===== src/rtl/jh_step_ctrl.sv =====
// Command-driven Johnson phase sequencer: accepts a move (steps, direction, rate),
// steps q at the programmed rate with pause/abort, and self-heals from illegal q values.
module jh_step_ctrl #(
  parameter int WIDTH = 4,
  parameter int CNT_W = 8,
  parameter int DIV_W = 8
) (
  input  logic             clk,
  input  logic             reset,
  input  logic             cmd_valid,
  output logic             cmd_ready,
  input  logic [CNT_W-1:0] cmd_steps,
  input  logic             cmd_dir,
  input  logic [DIV_W-1:0] cmd_div,
  input  logic             pause,
  input  logic             abort,
  output logic [WIDTH-1:0] q,
  output logic             step_pulse,
  output logic             busy,
  output logic             done,
  output logic [CNT_W-1:0] steps_left,
  output logic             err_illegal
);

  typedef enum logic [1:0] {IDLE, RUN, HOLD, DONE} state_t;

  localparam logic [WIDTH-1:0] Q_ONE   = WIDTH'(1);
  localparam logic [CNT_W-1:0] CNT_ONE = CNT_W'(1);
  localparam logic [DIV_W-1:0] DIV_ONE = DIV_W'(1);

  state_t           state_reg;
  logic [WIDTH-1:0] q_reg;
  logic [DIV_W-1:0] presc_reg;
  logic [DIV_W-1:0] div_reg;
  logic             dir_reg;
  logic [CNT_W-1:0] steps_left_reg;
  logic             step_pulse_reg;
  logic             err_reg;

  logic [WIDTH-1:0] q_fwd;
  logic [WIDTH-1:0] q_rev;
  logic [WIDTH-1:0] q_inv;
  logic             q_legal;

  assign q_fwd = {q_reg[WIDTH-2:0], ~q_reg[WIDTH-1]};
  assign q_rev = {~q_reg[0], q_reg[WIDTH-1:1]};
  assign q_inv = ~q_reg;

  // Legal Johnson values are a run of 1s or a run of 0s anchored at the LSB,
  // i.e. q or ~q has the form 2^k-1.
  assign q_legal = ((q_reg & (q_reg + Q_ONE)) == '0) ||
                   ((q_inv & (q_inv + Q_ONE)) == '0);

  always_ff @(posedge clk or negedge reset) begin
    if (!reset) begin
      state_reg      <= IDLE;
      q_reg          <= '0;
      presc_reg      <= '0;
      div_reg        <= '0;
      dir_reg        <= 1'b0;
      steps_left_reg <= '0;
      step_pulse_reg <= 1'b0;
      err_reg        <= 1'b0;
    end else begin
      step_pulse_reg <= 1'b0;
      case (state_reg)
        IDLE: begin
          if (cmd_valid) begin
            dir_reg        <= cmd_dir;
            div_reg        <= cmd_div;
            steps_left_reg <= cmd_steps;
            presc_reg      <= '0;
            err_reg        <= 1'b0;
            state_reg      <= (cmd_steps == '0) ? DONE : RUN;
          end
        end
        RUN: begin
          if (abort) begin
            state_reg <= DONE;
          end else if (pause) begin
            state_reg <= HOLD;
          end else if (presc_reg == div_reg) begin
            presc_reg <= '0;
            // An illegal q consumes the step slot without counting it.
            if (q_legal) begin
              q_reg          <= dir_reg ? q_rev : q_fwd;
              step_pulse_reg <= 1'b1;
              steps_left_reg <= steps_left_reg - CNT_ONE;
              if (steps_left_reg == CNT_ONE) state_reg <= DONE;
            end
          end else begin
            presc_reg <= presc_reg + DIV_ONE;
          end
        end
        HOLD: begin
          if (abort)       state_reg <= DONE;
          else if (!pause) state_reg <= RUN;
        end
        DONE:    state_reg <= IDLE;
        default: state_reg <= IDLE;
      endcase
      if (!q_legal) begin
        q_reg   <= '0;
        err_reg <= 1'b1;
      end
    end
  end

  assign q           = q_reg;
  assign step_pulse  = step_pulse_reg;
  assign steps_left  = steps_left_reg;
  assign err_illegal = err_reg;
  assign cmd_ready   = (state_reg == IDLE);
  assign busy        = (state_reg == RUN) || (state_reg == HOLD);
  assign done        = (state_reg == DONE);

endmodule


===== config.mk =====
export PLATFORM = sky130hd
export DESIGN_NAME = jh_step_ctrl
export DESIGN_NICKNAME = d
export VERILOG_FILES = /design/src/rtl/jh_step_ctrl.sv
export SDC_FILE = /design/constraint.sdc
export NUM_CORES = 1
export LEC_CHECK = 0
export CAP_MARGIN = 0
export CORE_UTILIZATION = 35
export DETAILED_ROUTE_END_ITERATION = 8
export HOLD_SLACK_MARGIN = 0.12
export PLACE_DENSITY = 0.69
export SYNTH_ARGS = -nofsm -noshare
export SYNTH_HDL_FRONTEND = slang
export SYNTH_SLANG_ARGS = --single-unit

===== constraint.sdc =====
create_clock -name clk -period 2.4 [get_ports clk]
set_input_delay 0.48 -clock clk [delete_from_list [all_inputs] [get_ports clk]]
set_output_delay 0.48 -clock clk [all_outputs]
set_load 0.01 [all_outputs]

After elaboration in Yosys (flattened, before gate mapping)
Cells that the tools add are included.
{ "totals": {"register_bits": 33, "inputBits": 22, "output_inout_bits": 17, "wordCells": 85} }
{ "op_classes": {"n_addsub": 4, "n_eq_ne": 20, "mux": 35, "n_bitwise": 5, "reduce_logical": 13} }
{ "ops": {"columns": ["op", "n"], "rows": [
  ["two-way mux 8 bit", 9],
  ["one-hot mux 8 bit (2 select lines)", 2],
  ["two-way mux 4 bit", 6],
  ["two-way mux 2 bit", 9],
  ["!= test 2 bit, second input constant", 9],
  ["!= test 4 bit, second input constant", 3],
  ["adder 4 x 1 -> 4 bit, second input constant", 2],
  ["adder 8 x 1 -> 8 bit, second input constant", 1],
  ["bitwise AND 4 bit", 2],
  ["equality test 8 x 1 -> 1 bit, second input constant", 1],
  ["equality test 8 bit", 1],
  ["logical NOT 4 bit", 2],
  ["logical NOT 8 bit", 1],
  ["two-way mux 1 bit", 8],
  ["one-hot mux 2 bit (4 select lines)", 1],
  ["AND reduction 4 bit", 2],
  ["subtractor 8 x 1 -> 8 bit, second input constant", 1],
  ["AND reduction 6 bit", 1],
  ["AND reduction 5 bit", 1],
  ["equality test 2 bit, second input constant", 2],
  ["!= test 2 x 1 -> 1 bit, second input constant", 2],
  ["inverter 4 bit", 1],
  ["AND reduction 2 bit", 2],
  ["!= test 3 bit, second input constant", 1],
  ["other kinds (5)", 7]
]} }

Logic depth before layout (Yosys ltp)
Gate-level depths: netlist of the first run.
{ "depth": {"word_depth": 10, "mapped_depth": 9, "depth_no_buf": 7} }

Least setup slack after synthesis of the first run
No wires, ideal clock.
{ "synth_path": {"path_type": "register to register", "from": "reg state_reg[1]", "to": "reg steps_left_reg[7], in the netlist steps_left[7]", "setup_time_ns": 0.124, "arrival_ns": 1.848, "t_required_ns": 2.276, "setup_slack_ns": 0.428, "stages_incl_launch_ff": 9, "path_buffers": 1, "period_less_slack_ns": 1.972, "cell_sequence": "dfrtp_1 > inv_1 > ha_1 > buf_6 > nor3b_4 > o21ai_0 > or4_1 > o221a_2 > o31a_1"} }
{ "synth_via": {"elab_chain_cells": 3, "elab_cells_between_ends": 10, "cone_classes": "eq/ne (6); mux (1); reduce/logical (3)"} }
{ "synth_lines": {"columns": ["item", "line", "rtl"], "rows": [
  ["from (decl)", "31", "state_t state_reg;"],
  ["from (signal assigned)", "74", "state_reg <= (cmd_steps == '0) ? DONE : RUN;"],
  ["equality test 2 x 1 -> 1 bit / logical NOT 2 bit (equally long branches)", "66", "case (state_reg)"],
  ["!= test 2 bit (no source line) / nonzero test 2 bit (equally long branches)", null, null],
  ["AND reduction 6 bit (no source line)", null, null],
  ["to (signal assigned)", "71", "steps_left_reg <= cmd_steps;"],
  ["to (signal assigned)", "88", "steps_left_reg <= steps_left_reg - CNT_ONE;"],
  ["to (decl)", "36", "logic [CNT_W-1:0] steps_left_reg;"]
]} }
Parallel ways exist; a longest one is shown, timed or not.
A chain may end at the register's enable or synchronous reset.

Worst setup path in the final report of the first run
{ "layout_path": {"from": "reg state_reg[0]", "to": "out cmd_ready"} }
{ "layout_via": {"elab_chain_cells": 1} }
{ "layout_lines": {"columns": ["item", "line", "rtl"], "rows": [
  ["logical NOT 2 bit", "113", "assign cmd_ready = (state_reg == IDLE);"],
  ["to (decl)", "11", "output logic cmd_ready,"]
]} }
No other way between the ends.

==> flow_metrics.tcl, run 1 <==
set metrics [dict create \
    dieWidth_um 78.2 \
    slew_violations 0 \
    synth_cells 200 \
    yosysMostFrequentCell "dfrtp_1" \
    fill_cells 531 \
    yosys.area.top_type "dfrtp_1" \
    cts_made_buffers 5 \
    tns_ns 0 \
    track_usage 0.158 \
    grt_first_pass_wirelength_um 7570 \
    num_antenna_cells 0 \
    crit_family "buffers and inverters" \
    ys_seq_area_frac 0.407 \
    overflow 0 \
    drive_gt1_frac 0.146 \
    synth_ff_type "dfrtp_1" \
    wl_per_cell_um 13.9 \
    routed-via-count 1694 \
    io_buffer_count 38 \
    regArea_sq_um 826 \
    areaGrowthSynthToFinish_pct 28.5 \
    finalCriticalPeriod_ns 2.21 \
    initial_utilization 0.367 \
    period_share 0.921 \
    cts_setup_buffers 0 \
    grt_antenna_before_repair 0 \
    synth_area_sq_um 2030 \
    worstMarginPinSlew_ns 0.500 \
    hpwl_um 3350 \
    max_stage_delay_ns 0.58 \
    critPathMaxFanout 7 \
    cp.arrival_ns 1.73 \
    yosysUniqueCellTypes 48 \
    clkLatencyLatePin_ns 0.29 \
    synthArstFlopShare 1.00 \
    use_met2 0.248 \
    hp-class "register to register" \
    ys_ff_latch 33 \
    cts_max_level 2 \
    netlist.area_leader.share 0.407 \
    maxCapViolations 0 \
    ys_top_cells_by_count "33 x dfrtp_1, 19 x nand2_1, 16 x nor2_1, 11 x xor2_1, 10 x mux2_2" \
    relSlewSlack 0.666 \
    power_leakage_nw 1.15 \
    synth_warnings 0 \
    cts_tree "yes" \
    grt_start_max_net_pins 34 \
    io_pins 39 \
    layout.nets 275 \
    ctsHoldBuffers 0 \
    grt_pass1_vias 1608 \
    root_buffer "clkbuf_8" \
    ant_nets 0 \
    worstPathRequired_ns 1.92 \
    drtIter0Drc 94 \
    gp_congestion 0.852 \
    gr-usage-met3 0.0453 \
    cp-end-kind "output pin" \
    wirelength_um 4450 \
    timing.fmax_mhz 452 \
    cp_num_buf_inv 2 \
    drc_errors 0 \
    setup_viol 0 \
    ys_top_cells_by_area "dfrtp_1 41%, mux2_2 5.5%, xor2_1 4.7%" \
    path_class "register to output pin" \
    multiInputGateArea_sq_um 1120 \
    peakVddDrop_mv 0.408 \
    core-area_sq_um 5540 \
    cts_resized 0 \
    cp-start-kind "register" \
    via_per_inst 5.31 \
    outcome "completed" \
    powerDensity_nw_per_um2 1120 \
    rows 27 \
    busiest_layer "met2" \
    rsz0062_at_grt "no" \
    die_height_um 78.2 \
    finalClockSkew_ns 0.00416 \
    crit_path_top_delay_cell "clkdlybuf4s50_1" \
    synth_nets 229 \
    clock_path_buffers 2 \
    power.total_mw 2.91 \
    first_pass_iters 4 \
    syn_avg_cell_area_sq_um 10.2 \
    met1_usage 0.207 \
    crit_path_cell_trace "inv_1, ha_1, clkdlybuf4s50_1" \
    die-area_sq_um 6110 \
    clk_pin_slew_ns 0.07 \
    finalHoldViolations 0 \
    cts_sinks 33 \
    synth_edf_count 0 \
]
==> metrics by stage <==
step | area (sq um) | setup WS (ns) | instances | hold WS, ns | util
6_report | 2610 | 0.188 | 319 | 0.484 | 0.471
4_1_cts | 2610 | 0.197 | 319 | 0.490 | 0.471
5_1_grt | 2610 | 0.111 | 319 | 0.511 | 0.471
3_3_place_gp | 2510 | 0.151 | 311 | 0.468 | 0.453
3_5_place_dp | 2510 | 0.101 | 311 | 0.474 | 0.453
2_1_floorplan | 2030 | 0.428 | 200 | 0.184 | -
==> layout by cell type (no fill, tap or decap), drive strengths merged, types with 2 or more instances in the layout <==
| master | Yosys | final |
|---|---|---|
| clkdlybuf4s50 | 0 | 38 |
| dfrtp | 33 | 33 |
| nand2 | 19 | 19 |
| nor2 | 16 | 16 |
| xor2 | 11 | 11 |
| mux2 | 11 | 11 |
| inv | 8 | 8 |
| nand3 | 8 | 8 |
| buf | 4 | 8 |
| mux2i | 8 | 8 |
| ha | 7 | 7 |
| clkbuf | 3 | 7 |
| nor3 | 7 | 7 |
| o21ai | 6 | 6 |
| a21oi | 6 | 6 |
| o22ai | 5 | 5 |
| nor4 | 5 | 5 |
| or3 | 4 | 4 |
| xnor2 | 3 | 3 |
| o211ai | 3 | 3 |
| nor2b | 2 | 2 |
| nand2b | 2 | 2 |
| o21a | 2 | 2 |
| a21o | 2 | 2 |
| a2bb2oi | 2 | 2 |
| o31ai | 2 | 2 |
| a211oi | 2 | 2 |
| nand4 | 2 | 2 |
| a22oi | 2 | 2 |
| nand4b | 2 | 2 |
| o31a | 2 | 2 |
| and3 | 2 | 2 |
==> routing by layer <==
| layer | up-vias | share of wire |
|---|---|---|
| li1 | 817 | - |
| met1 | 826 | 0.46 |
| met2 | 47 | 0.48 |
| met3 | 4 | 0.054 |
| met4 | 0 | 0.0090 |
| met5 | - | 0 |
==> worst reg2reg max path, cell delays in order (launching register included) <==
cell     delay (ns)
dfrtp_1        0.45
inv_1          0.11
ha_1           0.30
nor2b_1        0.20
o21ai_0        0.11
or4_1          0.42
o221a_2        0.27
o31a_1         0.10
==> path summary, 6_finish.rpt <==
kind / from / slack (ns) / cells after the start / end
hold reg to reg: err_illegal$_DFFE_PN0P_ / 0.48 / 1 / err_illegal$_DFFE_PN0P_
min in group asynchronous: reset / 0.59 / 2 / steps_left[0]$_DFFE_PN0P_
hold / removal: err_illegal$_DFFE_PN0P_ / 0.48 / 1 / err_illegal$_DFFE_PN0P_
setup / recovery: state_reg[0]$_DFFE_PN0P_ / 0.19 / 3 / cmd_ready
max in group asynchronous: reset / 1.51 / 2 / q[0]$_DFFE_PN0P_
setup reg to reg: state_reg[0]$_DFFE_PN0P_ / 0.33 / 7 / steps_left[7]$_DFFE_PN0P_
==> kinds of logic (layout without fill, tap and decap cells) <==
logic type,Yosys count,in the layout,share of synthesized area
xor gates and xnor gates,14,14,0.0604
and+or+nand+nor,73,73,0.206
adders and majority gates,7,7,0.0431
AOI/OAI and AO/OA,39,39,0.134
DFF,33,33,0.407
buffers and inverters,15,62,0.0413
muxes,19,19,0.108
==> power breakdown <==
group	internal [mW]	switching, mW	total, mW	leakage, nW
Sequential	0.747	0.221	0.968	0.418
Clock	0.259	0.203	0.462	0.0542
Combinational	0.747	0.734	1.48	0.680
Total	1.75	1.16	2.91	1.15
==> cell type report <==
cell class	instances	share of cell area
Clock inverter	1	0.00192
Inverter	8	0.0115
Tap cell	72	0.0345
Clock buffer	7	0.0369
Sequential cell	33	0.317
Timing Repair Buffer	46	0.169
Multi-Input combinational cell	152	0.430
Note: power is estimated with default switching activity, not from simulation.
==> run 2: changes to the inputs <==
- HOLD_SLACK_MARGIN: 0.12 -> 0.1
- TNS_END_PERCENT: default -> 30
==> results of run 2 <==
The final DEF is identical to that of run 1; final timing and power are the same.
==> run 3: changes to the inputs <==
- CAP_MARGIN: 0 -> 20
==> results of run 3 <==
The final DEF is identical to that of run 1; final timing and power are the same.
